$ cat src/rtl/matrix_op_engine.sv
// Sequential NxN matrix add / subtract / multiply engine.
// Latches two packed operand matrices, computes the result two elements at a
// time with a single MAC, and emits {C[k], C[k-1]} pairs from the highest index
// down to the lowest.
// Ports:
//   clock, rst      : clock and synchronous active-high reset
//   start, op       : request and opcode (00 add, 01 sub, 10 mul, 11 illegal)
//   mat_a, mat_b    : packed operands, element k at [k*DATA_W +: DATA_W]
//   busy            : high whenever the engine is not idle
//   res_pair        : {C[k], C[k-1]}, held between strobes
//   res_pair_valid  : one-cycle push strobe for res_pair
//   done            : one-cycle pulse after the last pair
//   err             : one-cycle pulse when start arrives with the illegal opcode
module matrix_op_engine #(
    parameter int unsigned N      = 4,
    parameter int unsigned DATA_W = 4,
    parameter int unsigned RES_W  = 2 * DATA_W + $clog2(N)
) (
    input  logic                      clock,
    input  logic                      rst,
    input  logic                      start,
    input  logic [1:0]                op,
    input  logic [N*N*DATA_W-1:0]     mat_a,
    input  logic [N*N*DATA_W-1:0]     mat_b,
    output logic                      busy,
    output logic [2*RES_W-1:0]        res_pair,
    output logic                      res_pair_valid,
    output logic                      done,
    output logic                      err
);

    localparam int unsigned NN    = N * N;
    localparam int unsigned KW    = (NN > 1) ? $clog2(NN) : 1;
    localparam int unsigned MW    = (N > 1) ? $clog2(N) : 1;
    localparam int unsigned MAT_W = NN * DATA_W;

    localparam logic [1:0] OP_ADD = 2'b00;
    localparam logic [1:0] OP_SUB = 2'b01;
    localparam logic [1:0] OP_ILL = 2'b11;

    typedef enum logic [1:0] {IDLE, ACC, PUSH, DONE} state_t;

    state_t             state;
    logic [1:0]         op_r;
    logic [MAT_W-1:0]   a_r;
    logic [MAT_W-1:0]   b_r;
    logic [KW-1:0]      k_r;
    logic               sel_r;      // 0: computing C[k], 1: computing C[k-1]
    logic [MW-1:0]      m_r;
    logic [RES_W-1:0]   acc_r;
    logic [RES_W-1:0]   hi_r;
    logic [RES_W-1:0]   lo_r;

    logic [DATA_W-1:0]   a_arr [NN];
    logic [DATA_W-1:0]   b_arr [NN];
    logic [KW-1:0]       e_idx;
    logic [KW-1:0]       a_idx;
    logic [KW-1:0]       b_idx;
    logic [DATA_W-1:0]   a_el;
    logic [DATA_W-1:0]   b_el;
    logic [2*DATA_W-1:0] prod;
    logic [RES_W-1:0]    elem;
    logic                elem_last;
    int unsigned         e_int;
    int unsigned         m_int;

    // Operand fetch and one MAC / add / sub step for the element in progress.
    always_comb begin
        for (int unsigned i = 0; i < NN; i++) begin
            a_arr[i] = a_r[i*DATA_W +: DATA_W];
            b_arr[i] = b_r[i*DATA_W +: DATA_W];
        end
        e_idx = sel_r ? (k_r - KW'(1)) : k_r;
        e_int = 32'(e_idx);
        m_int = 32'(m_r);
        if (op_r == OP_ADD || op_r == OP_SUB) begin
            a_idx = e_idx;
            b_idx = e_idx;
        end else begin
            // row of A walks along m, column of B walks down m
            a_idx = KW'((e_int / N) * N + m_int);
            b_idx = KW'(m_int * N + (e_int % N));
        end
        a_el = a_arr[a_idx];
        b_el = b_arr[b_idx];
        prod = {DATA_W'(0), a_el} * {DATA_W'(0), b_el};
        case (op_r)
            OP_ADD:  elem = RES_W'(a_el) + RES_W'(b_el);
            OP_SUB:  elem = RES_W'(a_el) - RES_W'(b_el);
            default: elem = acc_r + RES_W'(prod);
        endcase
        elem_last = (op_r == OP_ADD) || (op_r == OP_SUB) || (m_r == MW'(N - 1));
    end

    // Control FSM; outputs are registered from the current state.
    always_ff @(posedge clock) begin
        if (rst) begin
            state          <= IDLE;
            op_r           <= '0;
            a_r            <= '0;
            b_r            <= '0;
            k_r            <= '0;
            sel_r          <= 1'b0;
            m_r            <= '0;
            acc_r          <= '0;
            hi_r           <= '0;
            lo_r           <= '0;
            busy           <= 1'b0;
            res_pair       <= '0;
            res_pair_valid <= 1'b0;
            done           <= 1'b0;
            err            <= 1'b0;
        end else begin
            busy           <= (state != IDLE);
            done           <= (state == DONE);
            res_pair_valid <= 1'b0;
            err            <= 1'b0;
            case (state)
                IDLE: begin
                    if (start) begin
                        if (op == OP_ILL) begin
                            err <= 1'b1;
                        end else begin
                            a_r   <= mat_a;
                            b_r   <= mat_b;
                            op_r  <= op;
                            k_r   <= KW'(NN - 1);
                            sel_r <= 1'b0;
                            m_r   <= '0;
                            acc_r <= '0;
                            state <= ACC;
                        end
                    end
                end
                ACC: begin
                    if (elem_last) begin
                        acc_r <= '0;
                        m_r   <= '0;
                        sel_r <= ~sel_r;
                        if (!sel_r) begin
                            hi_r <= elem;
                        end else begin
                            lo_r  <= elem;
                            state <= PUSH;
                        end
                    end else begin
                        acc_r <= elem;
                        m_r   <= m_r + MW'(1);
                    end
                end
                PUSH: begin
                    res_pair       <= {hi_r, lo_r};
                    res_pair_valid <= 1'b1;
                    if (k_r == KW'(1)) begin
                        state <= DONE;
                    end else begin
                        k_r   <= k_r - KW'(2);
                        state <= ACC;
                    end
                end
                DONE:    state <= IDLE;
                default: state <= IDLE;
            endcase
        end
    end

endmodule
$ cat config.mk
export PLATFORM = sky130hd
export DESIGN_NAME = matrix_op_engine
export DESIGN_NICKNAME = d
export VERILOG_FILES = /design/src/rtl/matrix_op_engine.sv
export SDC_FILE = /design/constraint.sdc
export NUM_CORES = 1
export LEC_CHECK = 0
export ABC_AREA = 0
export CORE_MARGIN = 10
export CORE_UTILIZATION = 25
export DETAILED_ROUTE_END_ITERATION = 8
export PLACE_DENSITY = 0.44
export SETUP_SLACK_MARGIN = 0.15
export SYNTH_ARGS = -nofsm -noshare
export SYNTH_HDL_FRONTEND = slang
export SYNTH_SLANG_ARGS = --single-unit
export TNS_END_PERCENT = 30
$ cat constraint.sdc
create_clock -name clock -period 6.9 [get_ports clock]
set_clock_uncertainty 0.2 [all_clocks]
set_input_delay 1.725 -clock clock [delete_from_list [all_inputs] [get_ports clock]]
set_output_delay 1.725 -clock clock [all_outputs]
set_load 0.01 [all_outputs]
# Word level (Yosys, flattened, before mapping)
# Index checks and enable logic that the tools add are counted.
# W data, S select, Z words.
# totals
reg_bits	193
wordCells	93
# op_classes
addsub	8
multipliers	1
order_cmp	2
eq_ne	12
n_mux	34
bitwise	6
reduce_logical	15
# ops
cell	n
$mux W4	10
$pmux W10 S2	2
$bmux W4 S4	2
$mux W10	3
$mux W2	8
$reduce_and A3 Y1	4
$reduce_and A4 Y1	3
$add A10 B8 Y10	1
$ge A5 B5 Y1 const B	2
$ne A2 B2 Y1 const B	5
$not A4 Y5	2
$add A4 B2 Y4	2
$eq A2 B2 Y1 const B	4
$mul A4 B4 Y8	1
$pmux W2 S4	1
$pmux W4 S2	1
$reduce_bool A2 Y1	3
$add A4 B4 Y5	1
$mux W1	5
$sub A4 B4 Y5	1
$eq A2 B1 Y1 const B	2
$eq A4 B1 Y1 const B	1
$logic_not A2 Y1	2
$not A1 Y1	4
other kinds (7)	8

# Longest topological paths before layout
# Gate-level depths: netlist of run 1.
# depth
depth_word	13
mapped_depth	23

# Least setup slack after synthesis of run 1
# No wires, ideal clock.
# synth_path
path_kind	flip-flop to flip-flop
start	register k_r[1]
end	register lo_r[9]
arrival_time_ps	5413
t_required_ps	6614
slack_ps	1201
stages_incl_launch_ff	21
path_buffers	1
period_less_slack_ps	5699
path_cell_list	dfxtp_1 > inv_1 > ha_1 > nand2_1 > nand3_2 > xnor2_4 > buf_6 > mux4_1 > a22oi_1 > a21o_1 > fa_1 > fa_1 > fa_1 > inv_1 > ha_1 > a21o_1 > a211o_1 > a311o_1 > xor2_1 > nand2_1 > a211oi_1
# synth_via
elab_chain_cells	11
# synth_lines
item	line_no	rtl
start: declaration	47	logic [KW-1:0] k_r;
start signal: assignment	127	k_r <= KW'(NN - 1);
start signal: assignment	157	k_r <= k_r - KW'(2);
$sub A4 B1 Y4	73	e_idx = sel_r ? (k_r - KW'(1)) : k_r;
$mux W4 (*)	73	
$add A4 B2 Y4, on equally long branches	81, 82	
$mux W4	76	if (op_r == OP_ADD || op_r == OP_SUB) begin
$not A4 Y5, on equally long branches	84, 85	
$bmux W4 S4, on equally long branches	84, 85	
$mux W4, on equally long branches (2 in series)	84, 85	
$mul A4 B4 Y8	86	prod = {DATA_W'(0), a_el} * {DATA_W'(0), b_el};
$add A10 B8 Y10	90	default: elem = acc_r + RES_W'(prod);
$pmux W10 S2 (*)	87	case (op_r)
end signal: assignment	143	lo_r <= elem;
end: declaration	52	logic [RES_W-1:0] lo_r;
# Every way passes the cells marked *; elsewhere a longest branch is shown, timed or not. The select of a mux whose other input is x is not followed.
# A chain may end at the register's enable or synchronous reset.

# Final worst setup path of run 1
# Same ends and word-level chain as after synthesis.

==> impl_metrics.tcl, run 1 <==
set metrics [dict create \
    outcome "finished, final reports clean" \
    p_leak_nw 4.46 \
    grt_max_degree 128 \
    nNetsFinal 1389 \
    n_antenna_cell 0 \
    drt_pass1_iterations 5 \
    portBuffers 156 \
    slowest_delay_ps 580 \
    numCtsBuffers 17 \
    gr-total-overflow 0 \
    slowest_stage "mux4_2" \
    cts_tree "built" \
    use_met1 0.174 \
    insertion_delay_ps 440 \
    hpwl_mm 20.4 \
    h-tree-depth 4 \
    synth_cells 1097 \
    syn_nets 1272 \
    fin_crit_sh 0.905 \
    min_path_type "register to register" \
    relSlewSlack 0.325 \
    synth_common_cells "nand2_1, a21oi_1, dfxtp_1" \
    coreArea_sq_mm 0.0364 \
    synth_flop_cell "dfxtp_1" \
    vdd.ir_drop.worst_uv 155 \
    die_y_um 212 \
    yosysTopAreaCell "dfxtp_1" \
    fillCellCount 3897 \
    finalHoldViolCount 0 \
    cts_buffer_depth 2 \
    start_kind "register" \
    ys_seq_area_frac 0.421 \
    drc 0 \
    synth.top_cell.area_share 0.421 \
    drive_gt1_frac 0.0717 \
    post_cts_buffers 0 \
    synthArstFlopShare 0 \
    rows 70 \
    finalCriticalPeriod_ps 6250 \
    rsz0062_at_grt "no" \
    timing.fmax_ghz 0.160 \
    preCtsSetupSlack_ps 560 \
    drt_iter0_drc 456 \
    start_util 0.252 \
    holdWs_ps 253 \
    wirelength_mm 27.7 \
    worstMarginPinSlew_ps 1010 \
    crit_type "register to register" \
    synth_edf_count 0 \
    maxCapViolCount 0 \
    cts_sinks 193 \
    grt_use_total 0.125 \
    stdcell_area_sq_mm 0.0118 \
    power_density_mw_per_mm2 239 \
    grt_first_pass_wirelength_mm 44.6 \
    grt_util_met2 0.190 \
    ios 157 \
    dr_total_vias 7716 \
    crit_chain "inv_1, ha_1, nand2_1, nand3_2, xnor2_4, buf_4, mux4_2, a22oi_1, nand2_1, ha_1, ha_1, inv_1, fa_1, fa_1, inv_1, ha_1, a21o_1, a211o_1, a311o_1, xor2_1, nand2_1, a211oi_1" \
    post_drt_wl_per_cell_um 16.3 \
    syn_area_sq_mm 0.00918 \
    via_per_inst 4.55 \
    layout_setup_ws_ps 653 \
    dieArea_sq_mm 0.0448 \
    synth_area_leaders "dfxtp_1, nand2_1, a21oi_1" \
    ys_seq_elements 193 \
    ant_nets 0 \
    met3_usage 0.0333 \
    place_area_sq_mm 0.0111 \
    maxSlewViolCount 0 \
    grt_pass1_vias 7902 \
    cp-end-kind "register" \
    yosysMostFrequentCell "nand2_1" \
    cp_common_cell "ha_1" \
    cp_max_fo 17 \
    antenna_found_initial 0 \
    synth.avg_cell_area_sq_um 8.37 \
    path_clk_slew_ps 70 \
    crit_arrival_ps 6390 \
    grt-busiest-layer "met2" \
    ys_types 57 \
    setup_viol 0 \
    globalplace.congestion 0.802 \
    setup_tns_ps 0 \
    syn_to_final_growth_pct 27.9 \
    yosys_warnings 0 \
    die-width_um 212 \
    cp.required_ps 7040 \
    cts_root_buf "clkbuf_16" \
]
final cells by class:
cell class	instances	area (sq um)	area share
multi-input cells	795	4890	0.416
flip-flops and latches	193	3860	0.329
repair buffers	169	1660	0.141
well taps	468	586	0.0498
clock buffers	19	443	0.0377
clock inverters	13	164	0.0139
inverters	38	143	0.0121
stage by stage:
step / util / cells / total power, mW
floorplan: - / 1097 / 1.59
global placement: 0.306 / 1663 / 1.81
detailed placement: 0.306 / 1663 / 1.81
CTS: 0.322 / 1695 / 2.85
global route: 0.322 / 1695 / 2.97
finish: 0.322 / 1695 / 2.80
per-layer routing:
metal | up-vias | share of wire
met5 | - | 0
met4 | 0 | 0.0087
met3 | 15 | 0.051
met2 | 134 | 0.44
met1 | 3605 | 0.50
li1 | 3962 | -
sequential cells by signal (all words and copies together), names as in the netlist:
register	cells
a_r	64
b_r	64
res_pair	20
acc_r	10
hi_r	10
lo_r	10
k_r	4
m_r	2
op_r	2
state	2
busy	1
done	1
err	1
res_pair_valid	1
sel_r	1
worst paths after layout:
| check | start | depth (start not counted) | slack (ps) | to |
|---|---|---|---|---|
| max reg2reg | k_r[1]$_SDFFE_PP0P_ | 22 | 650 | lo_r[9]$_SDFFE_PP0P_ |
| min reg2reg | a_r[29]$_SDFFE_PP0P_ | 2 | 250 | a_r[29]$_SDFFE_PP0P_ |
| max | k_r[1]$_SDFFE_PP0P_ | 22 | 650 | lo_r[9]$_SDFFE_PP0P_ |
| min | a_r[29]$_SDFFE_PP0P_ | 2 | 250 | a_r[29]$_SDFFE_PP0P_ |
critical path, delay by kind of cell, from the launching register on:
| family | cells | cell delay, ps |
|---|---|---|
| XOR/XNOR | 2 | 320 |
| multiplexers | 1 | 580 |
| AND/OR/NAND/NOR | 4 | 530 |
| flip-flops | 1 | 420 |
| buffers and inverters | 4 | 610 |
| AO/OA/AOI/OAI | 5 | 1490 |
| adder cells (fa/ha/maj) | 6 | 1980 |
kinds of logic (layout without fill, tap and decap cells):
family,count (synthesis),in the layout,synth area share
and+or+nand+nor,419,419,0.184
AOI/OAI and AO/OA,266,266,0.165
DFF,193,193,0.421
buffers and inverters,109,239,0.0492
muxes,56,56,0.0992
adders and majority gates,42,42,0.0662
xor gates and xnor gates,12,12,0.0155
what timing repair did:
| action | in CTS | in global routing |
|---|---|---|
| gates resized for setup | 0 | 2 |
| setup endpoints to repair | 0 | 7 |
| hold buffers | 0 | 0 |
power by group:
group	switching (mW)	internal [mW]	total [mW]
Sequential	0.0378	1.17	1.21
Combinational	0.313	0.250	0.563
Clock	0.472	0.559	1.03
cell usage in the layout, fill, tap and decap left out, drive strengths merged, types with 3 or more instances in the layout:
| cell type | synthesis | layout |
|---|---|---|
| o31ai | 3 | 3 |
| clkinv | 1 | 4 |
| clkbuf | 59 | 19 |
| nor3 | 8 | 8 |
| nand2 | 324 | 324 |
| a21oi | 194 | 194 |
| dfxtp | 193 | 193 |
| mux2 | 13 | 13 |
| clkdlybuf4s50 | 0 | 155 |
| o22ai | 4 | 4 |
| and2 | 6 | 6 |
| o21ai | 13 | 13 |
| mux4 | 24 | 24 |
| a22oi | 14 | 14 |
| nand3 | 6 | 6 |
| mux2i | 19 | 19 |
| nand2b | 11 | 11 |
| xnor2 | 8 | 8 |
| a211oi | 8 | 8 |
| inv | 37 | 44 |
| buf | 12 | 14 |
| xor2 | 4 | 4 |
| ha | 31 | 31 |
| or3 | 3 | 3 |
| a222oi | 3 | 3 |
| fa | 11 | 11 |
| a21o | 10 | 10 |
| nor2 | 48 | 48 |
(Power assumes the default switching activity.)
==> inputs of run 2 (changes only) <==
Settings changed: CORE_UTILIZATION 25 to 53, PLACE_DENSITY 0.44 to 0.8.
==> run 2 against run 1 <==
  * Clock-buffer cell count is 1 higher
  * Non-clock buffer count is 3 lower
  * Maximum frequency is 0.27% lower
  * Global-route usage is 7.8 points higher
  * Clock power is 9% lower
  * Die area is 49% lower
  * Critical path type unchanged
  * Largest power group unchanged
==> impl_metrics.tcl, run 2 (synthesis results as in run 1) <==
set metrics [dict create \
    wirelength_mm 23.3 \
    grt_pass1_vias 7605 \
    slowest_stage "dfxtp_1" \
    ant_nets 0 \
    syn_to_final_growth_pct 23.7 \
    start_util 0.537 \
    crit_arrival_ps 6400 \
    cts_buffer_depth 2 \
    cp-startpoint "sel_r$_SDFFE_PP0P_" \
    cts_sinks 193 \
    path_clk_slew_ps 60 \
    finalCriticalPeriod_ps 6260 \
    mostFrequentLayoutCells "nand2_1, a21oi_1, dfxtp_1" \
    hpwl_mm 17.2 \
    hold_start "res_pair[14]$_SDFFE_PP0P_" \
    fin_crit_sh 0.908 \
    post_drt_wl_per_cell_um 16.1 \
    cp_top_family "adder cells" \
    crit_type "register to register" \
    dr_total_vias 7854 \
    cts_root_buf "clkbuf_16" \
    ios 157 \
    n_antenna_cell 0 \
    worstMarginPinSlew_ps 1110 \
    die_y_um 152 \
    maxCapViolCount 0 \
    finalHoldViolCount 0 \
    drc 0 \
    drt_pass1_iterations 5 \
    min_path_type "register to register" \
    crit_chain "nand3_2, xnor2_4, buf_4, mux4_2, a22oi_1, nand2_1, ha_1, ha_1, inv_1, fa_1, fa_1, inv_1, ha_1, a21o_1, a211o_1, a311o_1, xor2_1, nand2_1, a211oi_1" \
    coreArea_sq_mm 0.0171 \
    multiInputGateArea_sq_mm 0.00489 \
    fin_total_pwr_mw 2.69 \
    worstReg2RegStart "sel_r$_SDFFE_PP0P_" \
    start_kind "register" \
    power_density_mw_per_mm2 237 \
    crit_buf_inv 3 \
    dieArea_sq_mm 0.0230 \
    relSlewSlack 0.253 \
    cts-resized-gates 0 \
    reg_top3 "a_r (64), b_r (64), res_pair (20)" \
    holdWs_ps 251 \
    via_per_inst 5.42 \
    h-tree-depth 4 \
    maxSlewViolCount 0 \
    grt_use_total 0.203 \
    min_path_cells 2 \
    cts_tree "built" \
    postCtsHoldBufs 0 \
    grt_max_degree 100 \
    seq_area_sq_mm 0.00386 \
    numCtsBuffers 17 \
    p_leak_nw 4.42 \
    cp.depth 19 \
    drt_iter0_drc 535 \
    rows 48 \
    slowest_delay_ps 820 \
    setup_viol 0 \
    layout_commonest_cell "nand2_1" \
    cp_common_cell "ha_1" \
    post_cts_buffers 0 \
    setup_tns_ps 0 \
    die-width_um 152 \
    cp.required_ps 7040 \
    nNetsFinal 1386 \
    reg2reg_depth 19 \
    portBuffers 156 \
    ff2ff_setup_slack_ps 640 \
    timing.fmax_ghz 0.160 \
    final_core_util 0.664 \
    outcome "finished, final reports clean" \
    critPathCapture "lo_r[9]$_SDFFE_PP0P_" \
    worstReg2RegEnd "lo_r[9]$_SDFFE_PP0P_" \
    cp-end-kind "register" \
    fillCellCount 1438 \
    globalplace.congestion 0.857 \
    rsz0062_at_grt "no" \
    cp_max_fo 21 \
    vdd.ir_drop.worst_uv 204 \
    gr-total-overflow 0 \
    drive_gt1_frac 0.0678 \
    antenna_found_initial 0 \
    insertion_delay_ps 430 \
    grt_first_pass_wirelength_mm 37.6 \
]
run 2: per-layer routing:
layer / vias up / wire length [um] / track usage
met1: 3679 / 10100 / 0.255
met2: 196 / 11200 / 0.334
met4: 0 / 449 / 0.0677
li1: 3945 / - / -
met3: 34 / 1540 / 0.0535
met5: - / 0 / 0
run 2: how the worst min path moves through the flow:
| stage | slack [ps] | to |
|---|---|---|
| finish | 250 | res_pair[14]$_SDFFE_PP0P_ |
| global route | 270 | res_pair[5]$_SDFFE_PP0P_ |
| CTS | 250 | res_pair[7]$_SDFFE_PP0P_ |
| detailed placement | 250 | res_pair[17]$_SDFFE_PP0P_ |
| global placement | 240 | a_r[34]$_SDFFE_PP0P_ |
| floorplan | 230 | res_pair[16]$_SDFFE_PP0P_ |
run 2: cell type report:
class,instances,share of cell area
clock buffer,20,0.0393
clock inverter,12,0.00936
inverter,38,0.0126
multi-input combinational,795,0.430
sequential,193,0.340
tap,225,0.0248
timing repair buffer,166,0.144
run 2: worst reg2reg max path: stages, from the launching register on:
cell	delay, ps
dfxtp_1	820
nand3_2	240
xnor2_4	180
buf_4	320
mux4_2	550
a22oi_1	370
nand2_1	250
ha_1	290
ha_1	190
inv_1	70
fa_1	440
fa_1	510
inv_1	40
ha_1	340
a21o_1	210
a211o_1	320
a311o_1	370
xor2_1	140
nand2_1	90
a211oi_1	240
run 2: report_power, final:
group / switching (mW) / internal (mW) / leakage [nW] / total (mW)
Clock: 0.424 / 0.509 / 0.275 / 0.933
Combinational: 0.297 / 0.246 / 2.57 / 0.543
Sequential: 0.0391 / 1.17 / 1.58 / 1.21
Total: 0.760 / 1.93 / 4.42 / 2.69
run 2: per-stage QoR:
| stage | cell area [sq um] | worst slack, ps | cells |
|---|---|---|---|
| 3_3_place_gp | 10800 | 803 | 1417 |
| 5_1_grt | 11400 | 167 | 1449 |
| 6_report | 11400 | 636 | 1449 |
| 4_1_cts | 11400 | 620 | 1449 |
| 3_5_place_dp | 10800 | 644 | 1417 |
| 2_1_floorplan | 9180 | 1200 | 1097 |
